==> config.mk <==
export PLATFORM = sky130hd
export DESIGN_NAME = rat_intr_ctrl_flat
export DESIGN_NICKNAME = d
export VERILOG_FILES = /design/src/rtl/rat_intr_ctrl_if.sv /design/src/rtl/rat_intr_ctrl.sv /design/src/flat_wrapper.sv
export SDC_FILE = /design/constraint.sdc
export NUM_CORES = 1
export LEC_CHECK = 0
export BUFFER_PORTS_ARGS = -buffer_cell sky130_fd_sc_hd__buf_2
export CAP_MARGIN = 10
export CORE_UTILIZATION = 40
export CTS_BUF_LIST = sky130_fd_sc_hd__clkbuf_4 sky130_fd_sc_hd__clkbuf_8
export DETAILED_ROUTE_END_ITERATION = 8
export PLACE_DENSITY = 0.68
export SYNTH_ARGS = -nofsm -noshare
export SYNTH_HDL_FRONTEND = slang
export SYNTH_SLANG_ARGS = --single-unit
export TNS_END_PERCENT = 1
==> constraint.sdc <==
create_clock -name CLK -period 5.44 [get_ports CLK]
set_clock_uncertainty 0.15 [all_clocks]
set_input_delay 0.816 -clock CLK [delete_from_list [all_inputs] [get_ports CLK]]
set_output_delay 0.816 -clock CLK [all_outputs]
set_load 0.05 [all_outputs]
==> src/rtl/rat_intr_ctrl_if.sv <==
// Bus bundle between the RAT CPU port scheme, the peripheral request lines
// and the interrupt controller.
interface rat_intr_ctrl_if #(
    parameter int NUM_SRC = 4
);
    logic [NUM_SRC-1:0] SRC_IRQ;
    logic               IO_STRB;
    logic [7:0]         PORT_ID;
    logic [7:0]         OUT_PORT;
    logic               INTR;
    logic [7:0]         IRQ_DATA;
    logic               IRQ_DATA_VLD;

    modport master (
        output SRC_IRQ, IO_STRB, PORT_ID, OUT_PORT,
        input  INTR, IRQ_DATA, IRQ_DATA_VLD
    );

    modport slave (
        input  SRC_IRQ, IO_STRB, PORT_ID, OUT_PORT,
        output INTR, IRQ_DATA, IRQ_DATA_VLD
    );
endinterface

==> src/rtl/rat_intr_ctrl.sv <==
// Prioritised interrupt controller for the RAT CPU: edge-detects up to four
// request lines, masks them, and presents one acknowledged request at a time.
module rat_intr_ctrl #(
    parameter int          NUM_SRC   = 4,
    parameter logic [7:0]  MASK_PORT = 8'h20,
    parameter logic [7:0]  STAT_PORT = 8'h21,
    parameter logic [7:0]  ACK_PORT  = 8'h22
) (
    input  logic                 CLK,
    input  logic                 RESET_N,
    rat_intr_ctrl_if.slave       bus
);

    typedef enum logic [1:0] {
        IDLE = 2'd0,
        REQ  = 2'd1,
        GAP  = 2'd2
    } state_t;

    state_t             state, state_nxt;
    logic [NUM_SRC-1:0] src_q, pending, mask;
    logic [NUM_SRC-1:0] rise, eligible, pend_clr;
    logic [1:0]         active_id, active_id_nxt, first_id;
    logic [3:0]         pend4, mask4;
    logic               mask_wr, ack_wr;
    logic               unused_out_bits;

    assign mask_wr  = bus.IO_STRB && (bus.PORT_ID == MASK_PORT);
    assign ack_wr   = bus.IO_STRB && (bus.PORT_ID == ACK_PORT);
    assign rise     = bus.SRC_IRQ & ~src_q;
    assign eligible = pending & mask;

    // Only the low NUM_SRC data bits carry mask information.
    assign unused_out_bits = ^bus.OUT_PORT[7:NUM_SRC];

    // Scan from the top so the lowest set index is the one left standing.
    always_comb begin
        first_id = '0;
        for (int i = NUM_SRC - 1; i >= 0; i--) begin
            if (eligible[i]) first_id = 2'(i);
        end
    end

    // NOTE: every signal written here gets a default first, otherwise paths
    // that skip an assignment would infer a latch.
    always_comb begin
        state_nxt     = state;
        active_id_nxt = active_id;
        pend_clr      = '0;
        case (state)
            IDLE: begin
                if (|eligible) begin
                    state_nxt     = REQ;
                    active_id_nxt = first_id;
                end
            end
            REQ: begin
                if (ack_wr) begin
                    pend_clr[active_id] = 1'b1;
                    state_nxt           = GAP;
                end else if (!mask[active_id]) begin
                    state_nxt = IDLE;
                end
            end
            GAP:     state_nxt = IDLE;
            default: state_nxt = IDLE;
        endcase
    end

    // NOTE: sequential state uses non-blocking assignments so every register
    // samples pre-edge values regardless of statement order.
    always_ff @(posedge CLK or negedge RESET_N) begin
        if (!RESET_N) begin
            state     <= IDLE;
            active_id <= '0;
            src_q     <= '0;
            mask      <= '0;
            pending   <= '0;
        end else begin
            state     <= state_nxt;
            active_id <= active_id_nxt;
            src_q     <= bus.SRC_IRQ;
            if (mask_wr) mask <= bus.OUT_PORT[NUM_SRC-1:0];
            // A fresh edge on the acknowledged source beats the clear.
            pending   <= (pending & ~pend_clr) | rise;
        end
    end

    // Decoded straight from the state register, so reset drops it at once.
    assign bus.INTR = (state == REQ);

    always_comb begin
        pend4                 = '0;
        mask4                 = '0;
        pend4[NUM_SRC-1:0]    = pending;
        mask4[NUM_SRC-1:0]    = mask;
        bus.IRQ_DATA          = '0;
        bus.IRQ_DATA_VLD      = 1'b0;
        if (bus.PORT_ID == STAT_PORT) begin
            bus.IRQ_DATA     = {state == REQ, 1'b0, active_id, pend4};
            bus.IRQ_DATA_VLD = 1'b1;
        end else if (bus.PORT_ID == MASK_PORT) begin
            bus.IRQ_DATA     = {4'b0000, mask4};
            bus.IRQ_DATA_VLD = 1'b1;
        end
    end

endmodule

==> src/flat_wrapper.sv <==
// flat-port wrapper written by rule: the top's interface ports become plain ports
module rat_intr_ctrl_flat 
#(
    parameter int          NUM_SRC   = 4,
    parameter logic [7:0]  MASK_PORT = 8'h20,
    parameter logic [7:0]  STAT_PORT = 8'h21,
    parameter logic [7:0]  ACK_PORT  = 8'h22
)
  (CLK, RESET_N, bus_SRC_IRQ, bus_IO_STRB, bus_PORT_ID, bus_OUT_PORT, bus_INTR, bus_IRQ_DATA, bus_IRQ_DATA_VLD);
  rat_intr_ctrl_if #(.NUM_SRC(NUM_SRC)) bus_i ();
  input  logic CLK;
  input  logic RESET_N;
  input wire logic [$bits(bus_i.SRC_IRQ)-1:0] bus_SRC_IRQ;
  input wire logic [$bits(bus_i.IO_STRB)-1:0] bus_IO_STRB;
  input wire logic [$bits(bus_i.PORT_ID)-1:0] bus_PORT_ID;
  input wire logic [$bits(bus_i.OUT_PORT)-1:0] bus_OUT_PORT;
  output wire logic [$bits(bus_i.INTR)-1:0] bus_INTR;
  output wire logic [$bits(bus_i.IRQ_DATA)-1:0] bus_IRQ_DATA;
  output wire logic [$bits(bus_i.IRQ_DATA_VLD)-1:0] bus_IRQ_DATA_VLD;
  assign bus_i.SRC_IRQ = bus_SRC_IRQ;
  assign bus_i.IO_STRB = bus_IO_STRB;
  assign bus_i.PORT_ID = bus_PORT_ID;
  assign bus_i.OUT_PORT = bus_OUT_PORT;
  assign bus_INTR = bus_i.INTR;
  assign bus_IRQ_DATA = bus_i.IRQ_DATA;
  assign bus_IRQ_DATA_VLD = bus_i.IRQ_DATA_VLD;
  rat_intr_ctrl #(.NUM_SRC(NUM_SRC), .MASK_PORT(MASK_PORT), .STAT_PORT(STAT_PORT), .ACK_PORT(ACK_PORT)) u_core (.CLK(CLK), .RESET_N(RESET_N), .bus(bus_i));
endmodule
Word level (Yosys, flattened, before mapping)

Index checks and enable logic that the tools add are counted.
Widths: inputs -> output; s select.

Flip-flop bits (word level): 16
Bits of input ports: 23
Output and inout port bits: 10

Magnitude comparators: 2
Equal/unequal tests: 6
Multiplexer cells: 18
Bitwise operators: 6
Reduce and logical (&&, ||, !) cells: 7

Operators with widths:

| cell               | count |
|---|---|
| $eq 8x6->1 const B | 3 |
| $mux 2             | 7 |
| $and 4x4->4        | 3 |
| $mux 4             | 3 |
| $mux 8             | 1 |
| $not 4->4          | 2 |
| $mux 1             | 4 |
| $or 4x4->4         | 1 |
| $pmux 2 s2         | 1 |
| $reduce_and 2->1   | 2 |
| $reduce_or 4->1    | 1 |
| $logic_and 1x1->1  | 3 |
| $lt 2x3->1 const B | 1 |
| $ne 3x2->1 const B | 1 |
| $bmux 1 s2         | 1 |
| $demux 1 s2        | 1 |
| $eq 2x1->1 const B | 1 |
| $ge 2x1->1 const B | 1 |
| $logic_not 2->1    | 1 |
| $ne 2x1->1 const B | 1 |

Longest topological paths before layout

Gate-level depths: netlist of run 1.

Depth after elaboration: 9
Mapped depth: 6
Depth with buffers taken out: 5

Worst setup path before layout of run 1

Ideal clock, no wire load.

Kind: input port to output port
Start point: in bus_PORT_ID[4]
End point: out bus_IRQ_DATA[4]
Data arrival time: 2502 ps
Slack: 1972 ps
Stages on the path: 4
Path buffers: 0
Path through: or4b_1 or4_4 clkinv_2 and3_1

Word-level cells in the longest chain between the ends: 2

Ends and longest elaborated chain:

| element         | RTL line            | text |
|---|---|---|
| start, declared | flat_wrapper.sv:15  | `input wire logic [$bits(bus_i.PORT_ID)-1:0] bus_PORT_ID;` |
| $eq 8x6->1      | rat_intr_ctrl.sv:99 | `if (bus.PORT_ID == STAT_PORT) begin` |
| $mux 8          | rat_intr_ctrl.sv:99 |  |
| end, declared   | flat_wrapper.sv:18  | `output wire logic [$bits(bus_i.IRQ_DATA)-1:0] bus_IRQ_DATA;` |

No other way between the ends.

Worst setup path in the final report of run 1

Same ends and word-level chain as after synthesis.

==> results.json, run 1 <==
{
  "synthFlopType": "dfrtp_1",
  "rows": 15,
  "clk_latency_ps": 280,
  "yosys-top-cells-area": "dfrtp_1, mux2_4, mux2i_1",
  "min_period_over_period_pct": 62.3,
  "grt_pass1_vias": 593,
  "critPathBufInv": 3,
  "startpoint_type": "input port",
  "syn_area_sq_um": 802,
  "synth_async_sr_flop_share_pct": 100,
  "netlist.area_leader.share_pct": 49.9,
  "crit_chain": "buf_2 > or4b_1 > or4_4 > clkinv_2 > and3_1 > buf_2",
  "cts_resized": 0,
  "syn-instance-count": 72,
  "synth_nets": 95,
  "switching_share_pct": 30.0,
  "avgViaCountPerCell": 4.90,
  "cp.required_ps": 4470,
  "yosysSeqAreaShare_pct": 49.9,
  "hp-class": "in -> async",
  "finalSetupViolCount": 0,
  "crit_path_frequent_cell": "buf_2",
  "wl_per_cell_um": 12.4,
  "instances_no_fill": 124,
  "fp.coreArea_sq_um": 1800,
  "outcome": "completed",
  "vias": 607,
  "timing.final.ws_setup_ps": 2050,
  "grt_pass1_wl_mm": 2.40,
  "ys_types": 26,
  "cts.clk_slew.worst_paths_ps": 90,
  "grt.overflow.total": 0,
  "num_antenna_cells": 0,
  "critPathKind": "in -> out",
  "io_buffer_count": 27,
  "cap_violations": 0,
  "gp_congestion": 0.715,
  "critPathMaxFanout": 5,
  "max_freq_mhz": 295,
  "crit_slowest_cell": "or4b_1",
  "synthToLayoutAreaGrowth_pct": 21.5,
  "post_cts_buffers": 0,
  "drt_iter0_drc": 4,
  "seqPwrFrac_pct": 56.6,
  "die_w_um": 46.8,
  "grt_antenna_before_repair": 0,
  "nNetsFinal": 124,
  "die_area_sq_um": 2190,
  "slew_violations": 0,
  "critical_path.endpoint_type": "primary output",
  "cts_made_buffers": 3,
  "peakVddDrop_v": 0.000137,
  "yosys_warnings": 0,
  "synth_common_cells": "dfrtp_1, inv_1, nor2_1",
  "postRouteAntennaNets": 0,
  "drc_errors": 0,
  "routed_wl_mm": 1.54,
  "die_y_um": 46.8,
  "grt_usage_pct": 15.8,
  "clkSinkCount": 16,
  "post-dp-hpwl_mm": 1.20,
  "p_switching_uw": 74.6,
  "max_stage_delay_ps": 530,
  "layout-drive-gt1-share_pct": 39.4,
  "drt_first_pass_iters": 4,
  "place_inst": 121,
  "cts_root_buf": "clkbuf_4",
  "synth_area_per_cell_sq_um": 11.1,
  "setup-tns-final_ps": 0,
  "power.leakage_uw": 0.000537,
  "p_int_uw": 174,
  "cts_tree": "done",
  "grt_setup_unrepaired": "no",
  "num_io_pins": 33,
  "yosysTopAreaCell": "dfrtp_1",
  "holdBufCountCts": 0,
  "synth_edf_count": 0,
  "hold_viol": 0,
  "synth.most_common_cell": "dfrtp_1",
  "ys_ff_latch": 16,
  "dp_worst_setup_slack_ps": 2040,
  "finalCriticalPeriod_ps": 3390,
  "power_density_nw_per_um2": 255,
  "cp.arrival_ps": 2420,
  "grt_max_degree": 17,
  "p_clk_share_pct": 24.7,
  "cts.path.max_buffers": 2,
  "crit_family": "simple AND/OR/NAND/NOR gates",
  "htreeDepth": 1,
  "start_util_pct": 44.5,
  "power_frac_comb_pct": 18.7
}
## kinds of logic (layout without fill, tap and decap cells)
family | Yosys count | count (layout) | synth area share [%]
flops | 16 | 16 | 49.9
other cells | 1 | 1 | 0.468
compound gates | 14 | 14 | 11.5
buf+inv | 11 | 38 | 5.93
mux | 10 | 10 | 16.7
simple gates | 20 | 20 | 15.4
## power by group through the flow
| stage | combinational [uW] | sequential, uW | clock, uW |
|---|---|---|---|
| after detailed placement | 46.9 | 144 | 0 |
| after global routing | 51.9 | 143 | 68.2 |
| after global placement | 45.4 | 143 | 0 |
| final | 46.5 | 141 | 61.4 |
| after CTS | 47.0 | 141 | 64.0 |
| after floorplan | 33.1 | 140 | 0 |
## placed cells by master, fill, tap and decap left out, drive strengths merged
cell     n
or4b     1
dfrtp   16
nand3    1
clkinv   1
o21ai    5
conb     1
buf     27
a22o     1
nor2     6
nand2b   1
a32oi    1
a21oi    3
or4      2
mux2i    4
o41ai    4
mux4     1
mux2     5
nand2    4
clkbuf   3
and3     3
inv      7
nand3b   2
## state kept, by name, summed over array words and instances (netlist names)
signal and count:
u_core.src_q 4, u_core.mask 4, u_core.pend4 4, u_core.active_id 2
u_core.state 2
## final timing paths
kind                            startpoint                   to  slack, ps  cells past startpoint
hold reg to reg            u_core.src_q[3]      u_core.pend4[3]        270                      1
setup / recovery            bus_PORT_ID[4]      bus_IRQ_DATA[4]       2050                      6
hold / removal                     RESET_N      u_core.state[0]        270                      1
min in group CLK           u_core.src_q[3]      u_core.pend4[3]        270                      1
max in group asynchronous          RESET_N       u_core.mask[0]       4610                      1
setup reg to reg            u_core.mask[1]  u_core.active_id[0]       3900                      3
## per-stage QoR
stage | total power [uW] | hold WS (ps) | area (sq um) | utilization [%]
finish | 249 | 269 | 975 | 54.1
global route | 263 | 293 | 975 | 54.1
CTS | 252 | 277 | 975 | 54.1
detailed placement | 190 | 264 | 952 | 52.8
global placement | 189 | 252 | 952 | 52.8
floorplan | 173 | 250 | 802 | -
## cell type report
type | count | area, sq um
fillers | 187 | 827
well taps | 25 | 31.3
multi-input cells | 45 | 354
clock buffers | 3 | 22.5
flip-flops and latches | 16 | 400
repair buffers | 27 | 135
inverters | 8 | 31.3
## metal layers
layer / share of wire [%] / wire length (um) / GRT usage, % / vias up
met1: 47 / 716 / 18.4 / 273
met4: 1.4 / 21 / 5.14 / 0
li1: - / - / - / 307
met5: 0 / 0 / 0 / -
met3: 6.6 / 102 / 3.46 / 2
met2: 45 / 694 / 28.9 / 25
(Power assumes the default switching activity.)
==> run 2: changes to the inputs <==
--- a/config.mk
+++ b/config.mk
@@ -10,7 +10,7 @@
 export CORE_UTILIZATION = 40
 export CTS_BUF_LIST = sky130_fd_sc_hd__clkbuf_4 sky130_fd_sc_hd__clkbuf_8
 export DETAILED_ROUTE_END_ITERATION = 8
-export PLACE_DENSITY = 0.68
+export PLACE_DENSITY = 0.71
 export SYNTH_ARGS = -nofsm -noshare
 export SYNTH_HDL_FRONTEND = slang
 export SYNTH_SLANG_ARGS = --single-unit
==> constraint.sdc (replaced) <==
create_clock -name CLK -period 2.75 [get_ports CLK]
set_clock_uncertainty 0.15 [all_clocks]
set_input_delay 0.4125 -clock CLK [delete_from_list [all_inputs] [get_ports CLK]]
set_output_delay 0.4125 -clock CLK [all_outputs]
set_load 0.05 [all_outputs]
==> run 2 against run 1 <==
Net effect: critical path depth is the same; utilization increased by 1.3 points; worst hold slack lost 180 ps; clock power rose to 2.5 times the previous value; sequential power increased by 99%; critical path type unchanged; total power increased by 110%.
==> results.json, run 2 (synthesis results as in run 1) <==
{
  "outcome": "completed",
  "grt_pass1_wl_mm": 2.40,
  "num_io_pins": 33,
  "post-dp-hpwl_mm": 1.20,
  "die_area_sq_um": 2190,
  "max_freq_mhz": 386,
  "cts.path.max_buffers": 2,
  "layout-drive-gt1-share_pct": 39.6,
  "cts_root_buf": "clkbuf_4",
  "hold_viol": 0,
  "grt_setup_unrepaired": "no",
  "hp-class": "in -> reg",
  "grt_pass1_vias": 614,
  "clkSinkCount": 16,
  "clk_latency_ps": 290,
  "fp.coreArea_sq_um": 1800,
  "nNetsFinal": 125,
  "switching_share_pct": 29.0,
  "cts_made_buffers": 3,
  "holdBufCountCts": 1,
  "layout_common_cells": "buf_2, dfrtp_1, inv_1",
  "gp_congestion": 0.731,
  "critPathKind": "in -> out",
  "cp.required_ps": 2190,
  "critical_path.endpoint_type": "primary output",
  "seqPwrFrac_pct": 53.2,
  "crit_slowest_cell": "or4b_1",
  "cts_resized": 0,
  "io_buffer_count": 27,
  "fillers": 178,
  "postRouteAntennaNets": 0,
  "drc_errors": 0,
  "startpoint": "bus_PORT_ID[4]",
  "power.leakage_uw": 0.000548,
  "crit_path_frequent_cell": "buf_2",
  "cts.clk_slew.worst_paths_ps": 90,
  "worst-r2r-setup-slack_ps": 1190,
  "finalCriticalPeriod_ps": 2590,
  "peakVddDrop_v": 0.000389,
  "cp.arrival_ps": 2030,
  "p_clk_share_pct": 29.3,
  "p_int_uw": 375,
  "die_y_um": 46.8,
  "synthToLayoutAreaGrowth_pct": 24.5,
  "htreeDepth": 1,
  "p_switching_uw": 153,
  "place_inst": 121,
  "crit_family": "simple AND/OR/NAND/NOR gates",
  "crit_chain": "buf_2 > or4b_1 > or4_4 > clkinv_2 > and3_1 > buf_2",
  "grt_antenna_before_repair": 0,
  "dpl-instance-area_sq_um": 952,
  "rows": 15,
  "vias": 643,
  "grt_max_degree": 17,
  "timing.final.ws_setup_ps": 159,
  "rr_worst_depth": 3,
  "grt.overflow.total": 0,
  "finalSetupViolCount": 0,
  "drt_first_pass_iters": 4,
  "cap_violations": 0,
  "grt_usage_pct": 16.7,
  "dp_worst_setup_slack_ps": 151,
  "die_w_um": 46.8,
  "cts_tree": "done",
  "power_frac_comb_pct": 17.5,
  "setup-tns-final_ps": 0,
  "fin_area_sq_um": 998,
  "power_density_nw_per_um2": 529,
  "instances_no_fill": 126,
  "slew_violations": 0,
  "critPathBufInv": 3,
  "crit_end": "bus_IRQ_DATA[5]",
  "startpoint_type": "input port",
  "num_antenna_cells": 0,
  "r2r_end": "u_core.active_id[0]",
  "drt_iter0_drc": 5,
  "rr_startpoint": "u_core.mask[1]",
  "critPathMaxFanout": 5,
  "routed_wl_mm": 1.60,
  "start_util_pct": 44.5,
  "avgViaCountPerCell": 5.10,
  "cp.depth": 6,
  "min_period_over_period_pct": 94.2,
  "wl_per_cell_um": 12.7,
  "fin_util_pct": 55.4,
  "max_stage_delay_ps": 530,
  "layout_commonest_cell": "buf_2",
  "post_cts_buffers": 0
}
## run 2: layer usage
| metal | track usage [%] | share of wire, % |
|---|---|---|
| met5 | 0 | 0 |
| met4 | 10.3 | 2.3 |
| met3 | 3.46 | 6.1 |
| met2 | 30.6 | 47 |
| met1 | 17.2 | 44 |
## run 2: power by group through the flow
stage                     registers (uW)  logic [uW]  clock network, uW
final                                281        92.5                155
after floorplan                      277        65.5                  0
after detailed placement             287        92.7                  0
after CTS                            282        94.1                161
after global routing                 285         103                166
after global placement               283        89.5                  0
## run 2: area by class of cell
class,instances,area (sq um),area share [%]
multi-input combinational,45,354,35.5
timing repair buffer,28,145,14.5
sequential,16,400,40.1
clock buffer,4,36.3,3.63
inverter,8,31.3,3.13
tap,25,31.3,3.13
## run 2: worst min path at each step
stage | startpoint | endpoint | slack [ps] | depth (start not counted)
finish | bus_SRC_IRQ[3] | u_core.src_q[3] | 80 | 1
global route | bus_SRC_IRQ[3] | u_core.src_q[3] | 70 | 1
CTS | bus_SRC_IRQ[3] | u_core.src_q[3] | 80 | 1
detailed placement | RESET_N | u_core.src_q[0] | 200 | 1
global placement | RESET_N | u_core.src_q[0] | 190 | 1
floorplan | RESET_N | u_core.active_id[0] | -30 | 0
## run 2: stage by stage
| step | hold WS, ps | total power [uW] |
|---|---|---|
| finish | 84.1 | 528 |
| global route | 74.7 | 553 |
| CTS | 77.6 | 537 |
| detailed placement | 196 | 379 |
| global placement | 185 | 373 |
| floorplan | -33.1 | 342 |
==> run 3: changes to the inputs <==
--- a/config.mk
+++ b/config.mk
@@ -10,6 +10,7 @@
 export CORE_UTILIZATION = 40
 export CTS_BUF_LIST = sky130_fd_sc_hd__clkbuf_4 sky130_fd_sc_hd__clkbuf_8
 export DETAILED_ROUTE_END_ITERATION = 8
+export MAX_ROUTING_LAYER = met4
 export PLACE_DENSITY = 0.71
 export SYNTH_ARGS = -nofsm -noshare
 export SYNTH_HDL_FRONTEND = slang
==> run 3 against run 2 <==
Net effect: sequential power about the same; maximum frequency about the same; sequential share of layout area unchanged; die area unchanged; combinational power about the same; final area unchanged; wire length decreased by 0.19%; largest cell class unchanged.
==> results.json, run 3 (synthesis results as in run 1) <==
{
  "crit_family": "simple AND/OR/NAND/NOR gates",
  "power_uw": 528,
  "grt_pass1_vias": 613,
  "gp_congestion": 0.740,
  "p_int_uw": 375,
  "max_stage_delay_ps": 530,
  "layout_common_cells": "buf_2, dfrtp_1, inv_1",
  "rr_startpoint": "u_core.mask[1]",
  "postRouteAntennaNets": 0,
  "hold_viol": 0,
  "grt.overflow.total": 0,
  "grt_setup_unrepaired": "no",
  "instances_no_fill": 126,
  "vias": 643,
  "dpl-instance-area_sq_um": 952,
  "startpoint_type": "input port",
  "clkSinkCount": 16,
  "slew_violations": 0,
  "switching_share_pct": 29.1,
  "cts_root_buf": "clkbuf_4",
  "critPathKind": "in -> out",
  "cap_violations": 0,
  "power.leakage_uw": 0.000548,
  "clk_latency_ps": 290,
  "drc_errors": 0,
  "critPathBufInv": 3,
  "cp.required_ps": 2190,
  "drt_iter0_drc": 4,
  "routed_wl_mm": 1.60,
  "critPathMaxFanout": 5,
  "cts_made_buffers": 3,
  "rr_worst_depth": 3,
  "crit_path_frequent_cell": "buf_2",
  "post-dp-hpwl_mm": 1.20,
  "grt_antenna_before_repair": 0,
  "finalCriticalPeriod_ps": 2590,
  "crit_end": "bus_IRQ_DATA[5]",
  "cts.path.max_buffers": 2,
  "startpoint": "bus_PORT_ID[4]",
  "r2r_end": "u_core.active_id[0]",
  "hp-class": "in -> reg",
  "num_io_pins": 33,
  "die_area_sq_um": 2190,
  "crit_slowest_cell": "or4b_1",
  "htreeDepth": 1,
  "drt_first_pass_iters": 4,
  "worst-r2r-setup-slack_ps": 1190,
  "wl_per_cell_um": 12.7,
  "cp.depth": 6,
  "synthToLayoutAreaGrowth_pct": 24.5,
  "cts_resized": 0,
  "p_clk_share_pct": 29.3,
  "finalSetupViolCount": 0,
  "critical_path.endpoint_type": "primary output",
  "layout-drive-gt1-share_pct": 39.6,
  "crit_chain": "buf_2 > or4b_1 > or4_4 > clkinv_2 > and3_1 > buf_2",
  "io_buffer_count": 27,
  "grt_max_degree": 17,
  "peakVddDrop_v": 0.000389,
  "fin_area_sq_um": 998,
  "cts.clk_slew.worst_paths_ps": 90,
  "holdWs_ps": 83.7,
  "die_y_um": 46.8,
  "layout_commonest_cell": "buf_2",
  "nNetsFinal": 125,
  "min_period_over_period_pct": 94.2,
  "seqPwrFrac_pct": 53.2,
  "grt_usage_pct": 17.3,
  "place_inst": 121,
  "p_switching_uw": 154,
  "cts_tree": "done",
  "die_w_um": 46.8,
  "power_frac_comb_pct": 17.5,
  "cp.arrival_ps": 2030,
  "grt_pass1_wl_mm": 2.41,
  "fp.coreArea_sq_um": 1800,
  "outcome": "completed",
  "power_density_nw_per_um2": 529,
  "setup-tns-final_ps": 0,
  "num_antenna_cells": 0,
  "max_freq_mhz": 386,
  "rows": 15,
  "avgViaCountPerCell": 5.10,
  "start_util_pct": 44.5
}
run 3: cell counts in the layout (fill, tap and decap cells not counted):
Identical to the previous run, type by type.
run 3: timing repair:
action | in CTS | in global routing
hold buffers | 1 | 0
buffers inserted | 0 | 0
hold endpoints to repair | 16 | 0
run 3: layout make-up:
class	count	area (sq um)
repair buffers	28	145
flip-flops and latches	16	400
clock buffers	4	36.3
fillers	178	803
inverters	8	31.3
well taps	25	31.3
multi-input cells	45	354
run 3: power groups by stage:
stage	Clock (uW)	Sequential, uW	Combinational (uW)
5_1_grt	166	285	103
3_3_place_gp	0	283	89.5
6_report	155	281	92.5
4_1_cts	161	282	94.1
3_5_place_dp	0	287	92.7
2_1_floorplan	0	277	65.5
run 3: worst min-delay path by stage:
stage	startpoint	endpoint	slack (ps)	depth (start not counted)
4_1_cts	bus_SRC_IRQ[3]	u_core.src_q[3]	80	1
3_3_place_gp	RESET_N	u_core.src_q[0]	190	1
2_1_floorplan	RESET_N	u_core.active_id[0]	-30	0
3_5_place_dp	RESET_N	u_core.src_q[0]	200	1
5_1_grt	bus_SRC_IRQ[3]	u_core.src_q[3]	70	1
6_report	bus_SRC_IRQ[3]	u_core.src_q[3]	80	1
run 3: metrics by stage:
| step | util, % | worst slack (ps) |
|---|---|---|
| 2_1_floorplan | - | 88.7 |
| 3_3_place_gp | 52.8 | 176 |
| 3_5_place_dp | 52.8 | 151 |
| 4_1_cts | 55.4 | 142 |
| 5_1_grt | 55.4 | 93.9 |
| 6_report | 55.4 | 159 |
run 3: worst register-to-register path, cell delays in order (launching register included):
cell     delay (ps)
dfrtp_1         430
a22o_1          250
o21ai_0         240
mux2_2          370
run 3: routing by layer:
layer	wire (um)	track usage [%]	part of all wire, %
met5	0	-	0
met3	97	3.46	6.1
met4	37	10.3	2.3
met1	705	17.5	44
met2	759	30.6	47
